[config.mk]
export PLATFORM = sky130hd
export DESIGN_NAME = ps2_mouse_rx
export DESIGN_NICKNAME = d
export VERILOG_FILES = /design/src/rtl/ps2_pkg.sv /design/src/rtl/ps2_frame_rx.sv /design/src/rtl/ps2_mouse_rx.sv
export SDC_FILE = /design/constraint.sdc
export NUM_CORES = 1
export LEC_CHECK = 0
export CORE_MARGIN = 4
export CORE_UTILIZATION = 55
export CTS_BUF_LIST = sky130_fd_sc_hd__clkbuf_2 sky130_fd_sc_hd__clkbuf_4 sky130_fd_sc_hd__clkbuf_8
export CTS_CLUSTER_DIAMETER = 40
export DETAILED_ROUTE_END_ITERATION = 16
export DONT_BUFFER_PORTS = 1
export PLACE_DENSITY = 0.8
export SLEW_MARGIN = 20
export SYNTH_ARGS = -nofsm -noshare
export SYNTH_HDL_FRONTEND = slang
export SYNTH_SLANG_ARGS = --single-unit
[constraint.sdc]
create_clock -name clk_sys -period 2.45 [get_ports clk_sys]
set_input_delay 0.3675 -clock clk_sys [delete_from_list [all_inputs] [get_ports clk_sys]]
set_output_delay 0.3675 -clock clk_sys [all_outputs]
set_load 0.01 [all_outputs]
[src/rtl/ps2_pkg.sv]
// Shared types and constants for the PS/2 mouse receiver.
// - frame_state_e : bit-level frame FSM states
// - pkt_state_e   : 3-byte packet assembler states
// - SyncBit       : bit of the first packet byte that is always 1
// - *Off          : field offsets inside the 25-bit ps2_mouse bus
package ps2_pkg;

  typedef enum logic [1:0] {FrmIdle, FrmData, FrmParity, FrmStop} frame_state_e;
  typedef enum logic [1:0] {PktB0, PktB1, PktB2} pkt_state_e;

  localparam int unsigned SyncBit   = 3;
  localparam int unsigned ToggleOff = 24;
  localparam int unsigned DyOff     = 16;
  localparam int unsigned DxOff     = 8;
  localparam int unsigned StatOff   = 0;

endpackage

[src/rtl/ps2_frame_rx.sv]
// PS/2 frame receiver: synchronises and glitch-filters the raw lines, then
// deserialises one 11-bit frame (start, 8 data LSB first, odd parity, stop).
// Ports:
//   clk_i, rst_ni   : clock, asynchronous active-low reset
//   ps2_clk_i       : raw PS/2 clock
//   ps2_data_i      : raw PS/2 data
//   rx_byte_o       : received data byte (valid with byte_valid_o)
//   byte_valid_o    : 1-cycle pulse, good frame received
//   parity_err_o    : 1-cycle pulse, parity check failed
//   frame_err_o     : 1-cycle pulse, bad start/stop bit or bit timeout
module ps2_frame_rx
  import ps2_pkg::*;
#(
  parameter int unsigned FilterLen  = 8,
  parameter int unsigned BitTimeout = 6000
) (
  input  logic       clk_i,
  input  logic       rst_ni,
  input  logic       ps2_clk_i,
  input  logic       ps2_data_i,
  output logic [7:0] rx_byte_o,
  output logic       byte_valid_o,
  output logic       parity_err_o,
  output logic       frame_err_o
);

  localparam int unsigned FW = $clog2(FilterLen + 1);
  localparam int unsigned TW = $clog2(BitTimeout + 1);
  localparam logic [FW-1:0] FiltLast = FW'(FilterLen - 1);
  localparam logic [TW-1:0] TimerLast = TW'(BitTimeout - 1);

  logic          clk_s1_q, clk_s2_q, data_s1_q, data_s2_q;
  logic          filt_q, filt_d;
  logic [FW-1:0] fcnt_q, fcnt_d;
  logic          fall;
  frame_state_e  frm_q, frm_d;
  logic [7:0]    shift_q, shift_d;
  logic [2:0]    cnt_q, cnt_d;
  logic          par_q, par_d;
  logic [TW-1:0] timer_q, timer_d;
  logic          timeout;

  // Synchronisers reset to the idle-high bus level so reset never looks like an edge.
  always_ff @(posedge clk_i or negedge rst_ni) begin
    if (!rst_ni) begin
      clk_s1_q  <= 1'b1;
      clk_s2_q  <= 1'b1;
      data_s1_q <= 1'b1;
      data_s2_q <= 1'b1;
      filt_q    <= 1'b1;
      fcnt_q    <= '0;
      frm_q     <= FrmIdle;
      shift_q   <= '0;
      cnt_q     <= '0;
      par_q     <= 1'b0;
      timer_q   <= '0;
    end else begin
      clk_s1_q  <= ps2_clk_i;
      clk_s2_q  <= clk_s1_q;
      data_s1_q <= ps2_data_i;
      data_s2_q <= data_s1_q;
      filt_q    <= filt_d;
      fcnt_q    <= fcnt_d;
      frm_q     <= frm_d;
      shift_q   <= shift_d;
      cnt_q     <= cnt_d;
      par_q     <= par_d;
      timer_q   <= timer_d;
    end
  end

  // Filtered level flips on the FilterLen-th consecutive sample that disagrees with it.
  always_comb begin
    filt_d = filt_q;
    fcnt_d = '0;
    fall   = 1'b0;
    if (clk_s2_q != filt_q) begin
      if (fcnt_q == FiltLast) begin
        filt_d = ~filt_q;
        fall   = filt_q;
      end else begin
        fcnt_d = fcnt_q + FW'(1);
      end
    end
  end

  assign timeout = (frm_q != FrmIdle) && (timer_q == TimerLast);

  always_comb begin
    frm_d        = frm_q;
    shift_d      = shift_q;
    cnt_d        = cnt_q;
    par_d        = par_q;
    timer_d      = (frm_q != FrmIdle) ? timer_q + TW'(1) : '0;
    byte_valid_o = 1'b0;
    parity_err_o = 1'b0;
    frame_err_o  = 1'b0;
    if (timeout) begin
      // Timeout beats a coincident edge.
      frame_err_o = 1'b1;
      frm_d       = FrmIdle;
      timer_d     = '0;
    end else if (fall) begin
      timer_d = '0;
      unique case (frm_q)
        FrmIdle: begin
          if (data_s2_q) begin
            frame_err_o = 1'b1;
          end else begin
            frm_d = FrmData;
            cnt_d = '0;
          end
        end
        FrmData: begin
          shift_d = {data_s2_q, shift_q[7:1]};
          cnt_d   = cnt_q + 3'd1;
          if (cnt_q == 3'd7) frm_d = FrmParity;
        end
        FrmParity: begin
          par_d = data_s2_q;
          frm_d = FrmStop;
        end
        FrmStop: begin
          frm_d = FrmIdle;
          if (!data_s2_q)             frame_err_o  = 1'b1;
          else if (^{shift_q, par_q}) byte_valid_o = 1'b1;
          else                        parity_err_o = 1'b1;
        end
        default: frm_d = FrmIdle;
      endcase
    end
  end

  assign rx_byte_o = shift_q;

endmodule

[src/rtl/ps2_mouse_rx.sv]
// PS/2 mouse receiver: assembles 3-byte standard mouse packets from checked
// frames and publishes them as {toggle, dy, dx, status}.
// Ports:
//   clk_sys    : system clock
//   reset_n    : asynchronous active-low reset
//   ps2_clk    : raw PS/2 clock
//   ps2_data   : raw PS/2 data
//   ps2_mouse  : [24] toggle per packet, [23:16] dy, [15:8] dx, [7:0] status
//   parity_err : 1-cycle pulse on a parity failure
//   frame_err  : 1-cycle pulse on a start/stop/timeout failure
module ps2_mouse_rx
  import ps2_pkg::*;
#(
  parameter int unsigned FilterLen  = 8,
  parameter int unsigned BitTimeout = 6000,
  parameter int unsigned PktTimeout = 100000
) (
  input  logic        clk_sys,
  input  logic        reset_n,
  input  logic        ps2_clk,
  input  logic        ps2_data,
  output logic [24:0] ps2_mouse,
  output logic        parity_err,
  output logic        frame_err
);

  localparam int unsigned PW = $clog2(PktTimeout + 1);
  localparam logic [PW-1:0] PktLast = PW'(PktTimeout - 1);

  logic [7:0]    rx_byte;
  logic          byte_valid, perr, ferr;
  pkt_state_e    pkt_q, pkt_d;
  logic [7:0]    stat_q, stat_d, dx_q, dx_d;
  logic [24:0]   mouse_q, mouse_d;
  logic [PW-1:0] ptimer_q, ptimer_d;
  logic          perr_q, ferr_q;

  ps2_frame_rx #(
    .FilterLen (FilterLen),
    .BitTimeout(BitTimeout)
  ) u_frame_rx (
    .clk_i       (clk_sys),
    .rst_ni      (reset_n),
    .ps2_clk_i   (ps2_clk),
    .ps2_data_i  (ps2_data),
    .rx_byte_o   (rx_byte),
    .byte_valid_o(byte_valid),
    .parity_err_o(perr),
    .frame_err_o (ferr)
  );

  always_ff @(posedge clk_sys or negedge reset_n) begin
    if (!reset_n) begin
      pkt_q    <= PktB0;
      stat_q   <= '0;
      dx_q     <= '0;
      mouse_q  <= '0;
      ptimer_q <= '0;
      perr_q   <= 1'b0;
      ferr_q   <= 1'b0;
    end else begin
      pkt_q    <= pkt_d;
      stat_q   <= stat_d;
      dx_q     <= dx_d;
      mouse_q  <= mouse_d;
      ptimer_q <= ptimer_d;
      perr_q   <= perr;
      ferr_q   <= ferr;
    end
  end

  always_comb begin
    pkt_d    = pkt_q;
    stat_d   = stat_q;
    dx_d     = dx_q;
    mouse_d  = mouse_q;
    ptimer_d = (pkt_q != PktB0) ? ptimer_q + PW'(1) : '0;
    if (perr || ferr) begin
      pkt_d    = PktB0;
      ptimer_d = '0;
    end else if (byte_valid) begin
      ptimer_d = '0;
      unique case (pkt_q)
        PktB0: begin
          // Bytes without the sync bit cannot start a packet.
          if (rx_byte[SyncBit]) begin
            stat_d = rx_byte;
            pkt_d  = PktB1;
          end
        end
        PktB1: begin
          dx_d  = rx_byte;
          pkt_d = PktB2;
        end
        PktB2: begin
          mouse_d[ToggleOff]    = ~mouse_q[ToggleOff];
          mouse_d[DyOff +: 8]   = rx_byte;
          mouse_d[DxOff +: 8]   = dx_q;
          mouse_d[StatOff +: 8] = stat_q;
          pkt_d                 = PktB0;
        end
        default: pkt_d = PktB0;
      endcase
    end else if (pkt_q != PktB0 && ptimer_q == PktLast) begin
      pkt_d    = PktB0;
      ptimer_d = '0;
    end
  end

  assign ps2_mouse  = mouse_q;
  assign parity_err = perr_q;
  assign frame_err  = ferr_q;

endmodule

==> impl_metrics.py, run 1 <==
metrics = {
    "status": {
        "status": "finished with violations",
        "violations": "negative hold slack",
    },
    "synthesis": {
        "synth_top_area_frac": 0.530,
        "muxShareOfSynthArea": 0.142,
        "synth_cells": 348,
        "ys_ff_latch": 98,
        "yosysSeqAreaShare": 0.560,
        "synth_top_family_by_area": "simple AND/OR/NAND/NOR gates",
        "syn_nets": 362,
        "syn_area_sq_mm": 0.00439,
        "synth_compound_area_frac": 0.0179,
        "synth_area_leaders": "dfrtp_1 53%, mux2_2 7.4%, mux2_4 6.5%",
        "synth-xor-area-share": 0.0769,
        "yosysTopAreaCell": "dfrtp_1",
        "avgSynthCellArea_sq_um": 12.6,
        "synth-simple-area-share": 0.154,
        "yosysWarnings": 0,
        "synthAdderAreaFrac": 0.0285,
        "synth_cell_types": 38,
    },
    "job": {
        "maxCapViolCount": 0,
    },
    "global_routing": {
        "grt.overflow.total": 0,
        "grt_pass1_wl_mm": 12.6,
        "gr-usage-all-layers": 0.163,
        "antenna_found_initial": 0,
        "grt_pass1_vias": 2621,
        "grt_start_max_net_pins": 99,
    },
    "floorplanning": {
        "core_area_sq_mm": 0.00773,
        "start_util": 0.568,
        "die_area_sq_mm": 0.00948,
        "die_y_microns": 97.4,
        "num_rows": 32,
        "ios": 31,
        "die_x_microns": 97.4,
    },
    "routing": {
        "viasPerCell": 5.51,
        "ant_nets": 0,
        "route.final.wire_length_mm": 7.52,
        "dr.pass1.iters": 4,
        "drc_errors": 0,
        "via_count": 2577,
        "wire_per_inst_microns": 16.1,
        "drt_iter0_drc": 60,
    },
    "timing": {
        "setup_viol": 0,
        "hold_viol": 98,
        "fmax_mhz": 427,
        "drv_slew": 0,
        "worstMarginPinSlew_ns": 0.453,
        "relSlewSlack": 0.698,
        "clock_skew_ns": 0.00921,
        "finalCritPeriodShare": 0.956,
        "period_needed_ns": 2.34,
        "rsz0062_at_grt": "false",
        "finalSetupTns_ns": 0,
        "hold-worst-slack_ns": -0.321,
    },
    "setup_path": {
        "required_ns": 2.72,
        "cp_slowest_cell": "xnor3_2",
        "r2r-end": "ps2_mouse[1]",
        "r2r_start": "u_frame_rx.rx_byte_o[4]",
        "critPathLaunchType": "flop",
        "critical_path_arrival_ns": 2.61,
        "path_cells": "xnor2_1, xnor3_2, xnor2_4, and4b_2, buf_12, mux2_2",
        "path_max_fanout": 13,
        "rr_worst_depth": 6,
        "reg2reg_slack_ns": 0.11,
        "max_stage_delay_ns": 0.49,
        "end_kind": "flop",
        "criticalPathCategory": "flop to flop",
    },
    "cells_and_area": {
        "nets": 375,
        "n_fill_cell": 583,
        "syn2layout_area_growth_pct": 8.40,
        "final_common_cell": "dfrtp_1",
        "diodes": 0,
        "drive_gt1_frac": 0.230,
        "layout_common_cells": "93 x dfrtp_1, 42 x nor2_1, 29 x mux2_2, 21 x xnor2_1, 20 x nand2_1",
    },
    "cts": {
        "hold_buffers": 2,
        "path_clk_slew_ns": 0.10,
        "cts_setup_buffers": 0,
        "clkLatencyLatePin_ns": 0.37,
        "cts_sinks": 98,
        "cts_root_buf": "clkbuf_8",
        "cts_tree": "done",
        "clock_path_buffers": 2,
        "cts_made_buffers": 9,
        "cts-htree-levels": 3,
    },
    "placed_design": {
        "place.gp.congestion": 0.761,
        "place.detailed.hpwl_mm": 4.95,
        "portBuffers": 0,
    },
    "pwr": {
        "p_sw_frac": 0.245,
        "clockPowerShare": 0.364,
        "vdd_drop_max_mv": 0.243,
        "intPower_mw": 2.09,
        "power_density_mw_per_mm2": 582,
        "p_leak_nw": 2.21,
        "combPwrFrac": 0.029,
        "p_seq_frac": 0.607,
        "p_total_mw": 2.77,
        "p_sw_uw": 678,
    },
    "worst_hold_path": {
        "hold_class": "input pin to asynchronous set/reset pin",
    },
}
## metrics by stage
stage	setup slack [ns]	std cells	util	hold slack (ns)	area, sq um
2_1_floorplan	0.0402	348	-	0.0719	4390
3_3_place_gp	0.119	449	0.584	0.0757	4510
3_5_place_dp	0.0449	449	0.584	0.0745	4510
4_1_cts	0.0360	467	0.611	-0.345	4720
5_1_grt	0.000884	468	0.616	-0.358	4760
6_report	0.108	468	0.616	-0.321	4760
## critical path: cells and delay by family (launching register included)
kind / cells / cell delay, ns
xor gates and xnor gates: 3 / 0.91
buffers and inverters: 1 / 0.18
DFF: 1 / 0.47
muxes: 1 / 0.34
and+or+nand+nor: 1 / 0.33
## worst max path at each step
stage | from | to | slack [ns] | depth (start not counted)
after floorplan | u_frame_rx.frm_q[0] | ps2_mouse[10] | 0.04 | 10
after global placement | u_frame_rx.timer_q[0] | ps2_mouse[4] | 0.12 | 7
after detailed placement | u_frame_rx.timer_q[0] | ps2_mouse[1] | 0.04 | 7
after CTS | u_frame_rx.timer_q[0] | ps2_mouse[0] | 0.04 | 7
after global routing | u_frame_rx.frm_q[0] | ps2_mouse[15] | 0.0009 | 8
final | u_frame_rx.rx_byte_o[4] | ps2_mouse[1] | 0.11 | 6
## power by group through the flow
stage | logic, mW | clock network [mW] | registers [mW]
after floorplan | 0.0593 | 0 | 1.71
after global placement | 0.0659 | 0 | 1.71
after detailed placement | 0.0770 | 0 | 1.71
after CTS | 0.0788 | 1.04 | 1.68
after global routing | 0.0918 | 1.11 | 1.69
final | 0.0790 | 1.01 | 1.68
## cell usage after synthesis
cell type / count
dfrtp_1: 93
nor2_1: 42
mux2_2: 29
xnor2_1: 21
nand2_1: 20
mux2_4: 19
nand3_1: 13
xor2_1: 13
ha_1: 10
and3_1: 9
nand4_1: 8
nor3_1: 7
inv_1: 6
dfstp_2: 5
nand2b_1: 5
nor2b_1: 5
o21ai_0: 5
a21oi_1: 3
and2_1: 3
and4_1: 3
and4b_1: 3
clkbuf_1: 3
a31oi_1: 2
a32oi_1: 2
and3b_1: 2
buf_12: 2
buf_2: 2
nand3b_1: 2
nor4_1: 2
buf_6: 1
mux2i_1: 1
nand4_2: 1
nor4_2: 1
nor4_4: 1
o2111ai_1: 1
or3_1: 1
xnor2_2: 1
xnor3_2: 1
## layout make-up
| cell class | instances | area (sq um) | area share |
|---|---|---|---|
| clock buffers | 9 | 124 | 0.0260 |
| clock inverters | 7 | 65.1 | 0.0137 |
| inverters | 6 | 22.5 | 0.00473 |
| multi-input cells | 236 | 1850 | 0.389 |
| flip-flops and latches | 98 | 2460 | 0.516 |
| well taps | 102 | 128 | 0.0268 |
| repair buffers | 10 | 110 | 0.0231 |
## repair_timing
| item | CTS | global route |
|---|---|---|
| endpoints found under the hold margin | 100 | 98 |
| resized for setup | 0 | 3 |
| setup endpoints to repair | 0 | 5 |
## flip-flops by register name, indices dropped and copies added, names as in the netlist, 2 cells and up
signal                count
dx_q                      8
pkt_q                     2
ps2_mouse                25
ptimer_q                 17
stat_q                    8
u_frame_rx.cnt_q          3
u_frame_rx.fcnt_q         4
u_frame_rx.frm_q          2
u_frame_rx.rx_byte_o      8
u_frame_rx.timer_q       13
## metal layers
layer  routed length, microns  up-vias  global-route usage  share of wire
met4                      107        0              0.0639          0.014
met5                        0        -                   0              0
met1                     3540     1302               0.227           0.47
met3                      267        9              0.0395          0.035
li1                         -     1228                   -              -
met2                     3610       38               0.248           0.48
## logic make-up after synthesis
family / Yosys count
and+or+nand+nor: 128
adders and majority gates: 10
AOI/OAI and AO/OA: 13
xor gates and xnor gates: 36
buffers and inverters: 14
DFF: 98
muxes: 49
Note: power is estimated with default switching activity, not from simulation.
==> run 2: changes to the inputs <==
--- a/config.mk
+++ b/config.mk
@@ -5,12 +5,15 @@
 export SDC_FILE = /design/constraint.sdc
 export NUM_CORES = 1
 export LEC_CHECK = 0
+export ABC_AREA = 1
 export CORE_MARGIN = 4
 export CORE_UTILIZATION = 55
 export CTS_BUF_LIST = sky130_fd_sc_hd__clkbuf_2 sky130_fd_sc_hd__clkbuf_4 sky130_fd_sc_hd__clkbuf_8
 export CTS_CLUSTER_DIAMETER = 40
 export DETAILED_ROUTE_END_ITERATION = 16
 export DONT_BUFFER_PORTS = 1
+export GPL_ROUTABILITY_DRIVEN = 1
+export HOLD_SLACK_MARGIN = 0.03
 export PLACE_DENSITY = 0.8
 export SLEW_MARGIN = 20
 export SYNTH_ARGS = -nofsm -noshare
==> impl_metrics.py, run 2 <==
metrics = {
    "timing": {
        "finalCritPeriodShare": 0.934,
        "clock_skew_ns": 0.0104,
        "hold_viol": 98,
        "finalSetupTns_ns": 0,
        "hold-worst-slack_ns": -0.317,
        "period_needed_ns": 2.29,
        "fmax_mhz": 437,
        "setup_viol": 0,
        "relSlewSlack": 0.651,
        "drv_slew": 0,
        "rsz0062_at_grt": "false",
        "worstMarginPinSlew_ns": 0.523,
    },
    "global_routing": {
        "grt.overflow.total": 0,
        "antenna_found_initial": 0,
        "grt_start_max_net_pins": 99,
        "gr-usage-all-layers": 0.179,
        "grt_pass1_vias": 3079,
        "grt_pass1_wl_mm": 14.1,
    },
    "synthesis": {
        "yosysSeqAreaShare": 0.551,
        "synth_ff_type": "dfrtp_1",
        "synthArstFlopShare": 1.00,
        "syn_area_sq_mm": 0.00446,
        "syn_nets": 509,
        "synth_cells": 495,
        "synth_most_common_cell": "nand2_1",
        "yosysTopAreaCell": "dfrtp_1",
        "avgSynthCellArea_sq_um": 9.01,
        "ys_ff_latch": 98,
        "yosysWarnings": 0,
        "synth_area_leaders": "dfrtp_1 52%, nand2_1 11%, inv_1 5.6%",
        "synth_common_cells": "134 x nand2_1, 93 x dfrtp_1, 66 x inv_1",
        "synth-edff-count": 0,
        "synth_top_area_frac": 0.522,
        "synth_cell_types": 39,
    },
    "floorplanning": {
        "start_util": 0.571,
        "num_rows": 32,
        "die_y_microns": 98.1,
        "core_area_sq_mm": 0.00781,
        "die_area_sq_mm": 0.00962,
        "ios": 31,
        "die_x_microns": 98.1,
    },
    "setup_path": {
        "cp_slowest_cell": "nand3_2",
        "critPathLaunchType": "flop",
        "path_cells": "inv_1, ha_1, nor2_1, nand2_1, nor2_1, nand2_2, nand3b_4, nor2_8, nand3_2, nand2_1, o21ai_2",
        "path_max_fanout": 24,
        "required_ns": 2.70,
        "max_stage_delay_ns": 0.44,
        "critical_path_arrival_ns": 2.54,
        "startpoint": "u_frame_rx.frm_q[0]",
        "criticalPathCategory": "flop to flop",
        "reg2reg_slack_ns": 0.16,
        "end_kind": "flop",
        "r2r_start": "u_frame_rx.frm_q[0]",
    },
    "cts": {
        "cts_setup_buffers": 0,
        "hold_buffers": 2,
        "clock_path_buffers": 2,
        "cts-htree-levels": 3,
        "cts_made_buffers": 9,
        "clkLatencyLatePin_ns": 0.36,
        "cts_tree": "done",
        "cts_sinks": 98,
        "cts_root_buf": "clkbuf_8",
        "path_clk_slew_ns": 0.10,
        "ctsResizeCount": 0,
    },
    "cells_and_area": {
        "drive_gt1_frac": 0.0886,
        "n_fill_cell": 649,
        "diodes": 0,
        "layout_common_cells": "134 x nand2_1, 93 x dfrtp_1, 66 x inv_1, 41 x nor2_1, 28 x o21ai_0",
        "final_util": 0.613,
        "syn2layout_area_growth_pct": 7.24,
        "nets": 517,
        "largest_reg_flops": 25,
        "final_common_cell": "nand2_1",
    },
    "routing": {
        "viasPerCell": 5.26,
        "wl_met1_mm": 3.68,
        "dr.pass1.iters": 4,
        "route.final.wire_length_mm": 8.23,
        "wire_per_inst_microns": 13.5,
        "drt_iter0_drc": 197,
        "wl_met2_mm": 3.91,
        "drc_errors": 0,
        "ant_nets": 0,
        "top_layer": "met4",
        "via_count": 3208,
        "wl_met3_microns": 550,
    },
    "pwr": {
        "vdd_drop_max_mv": 0.291,
        "power_density_mw_per_mm2": 593,
        "p_leak_nw": 2.22,
    },
    "placed_design": {
        "place.gp.congestion": 0.806,
        "place.detailed.hpwl_mm": 5.45,
        "portBuffers": 0,
    },
    "worst_hold_path": {
        "hold_class": "input pin to asynchronous set/reset pin",
    },
    "job": {
        "maxCapViolCount": 0,
    },
    "status": {
        "status": "finished with violations",
        "violations": "negative hold slack",
    },
}
run 2: cell types whose count changed in the layout (fill, tap and decap cells not counted), moves of 17 or more:
cell / previous run / this run
mux2_4: 19 / 0
nand2_1: 20 / 134
xnor2_1: 21 / 4
o21ai_0: 5 / 28
mux2_2: 29 / 1
o21ai_1: 0 / 25
inv_1: 6 / 66
run 2: final timing paths:
| kind | endpoint | depth (start not counted) |
|---|---|---|
| setup / recovery | ps2_mouse[1] | 11 |
| hold / removal | ps2_mouse[2] | 0 |
| setup reg to reg | ps2_mouse[1] | 11 |
| hold reg to reg | u_frame_rx.clk_s2_q | 0 |
| max in group asynchronous | u_frame_rx.data_s2_q | 0 |
| min in group clk_sys | u_frame_rx.clk_s2_q | 0 |
run 2: routing by layer:
layer  global-route usage  up-vias
met4               0.0458        0
met3               0.0514        9
met5                    0        -
met1                0.241     1510
li1                     -     1589
met2                0.287      100
run 2: layout make-up:
type	count	area (sq um)	share of cell area
inverters	67	251	0.0526
well taps	102	128	0.0267
multi-input cells	322	1690	0.354
repair buffers	5	42.5	0.00889
clock buffers	10	138	0.0288
clock inverters	6	72.6	0.0152
flip-flops and latches	98	2460	0.514
run 2: report_power, final:
group / total [mW] / internal, mW / switching [mW]
Combinational: 0.0698 / 0.0297 / 0.0401
Clock: 1.09 / 0.510 / 0.580
Sequential: 1.68 / 1.65 / 0.0234
Total: 2.84 / 2.19 / 0.643
run 2: logic make-up after synthesis:
group                      synth area share
and+or+nand+nor                       0.233
muxes                               0.00477
xor gates and xnor gates             0.0196
adders and majority gates            0.0280
DFF                                   0.551
buffers and inverters                0.0715
AOI/OAI and AO/OA                    0.0923
run 2: critical path, delay by kind of cell, from the launching register on:
| kind | cells | cell delay, ns |
|---|---|---|
| and+or+nand+nor | 8 | 1.31 |
| adders and majority gates | 1 | 0.24 |
| buffers and inverters | 1 | 0.13 |
| AOI/OAI and AO/OA | 1 | 0.07 |
| DFF | 1 | 0.43 |
run 2: through the flow:
step	setup slack (ns)	total power [mW]	instances	hold WS (ns)	instance area, sq um
5_1_grt	0.00525	2.94	610	-0.349	4780
6_report	0.162	2.84	610	-0.317	4780
3_5_place_dp	0.151	1.78	591	0.0740	4540
4_1_cts	0.117	2.86	609	-0.329	4770
3_3_place_gp	0.358	1.77	591	0.0739	4540
2_1_floorplan	0.628	1.76	495	0.0719	4460
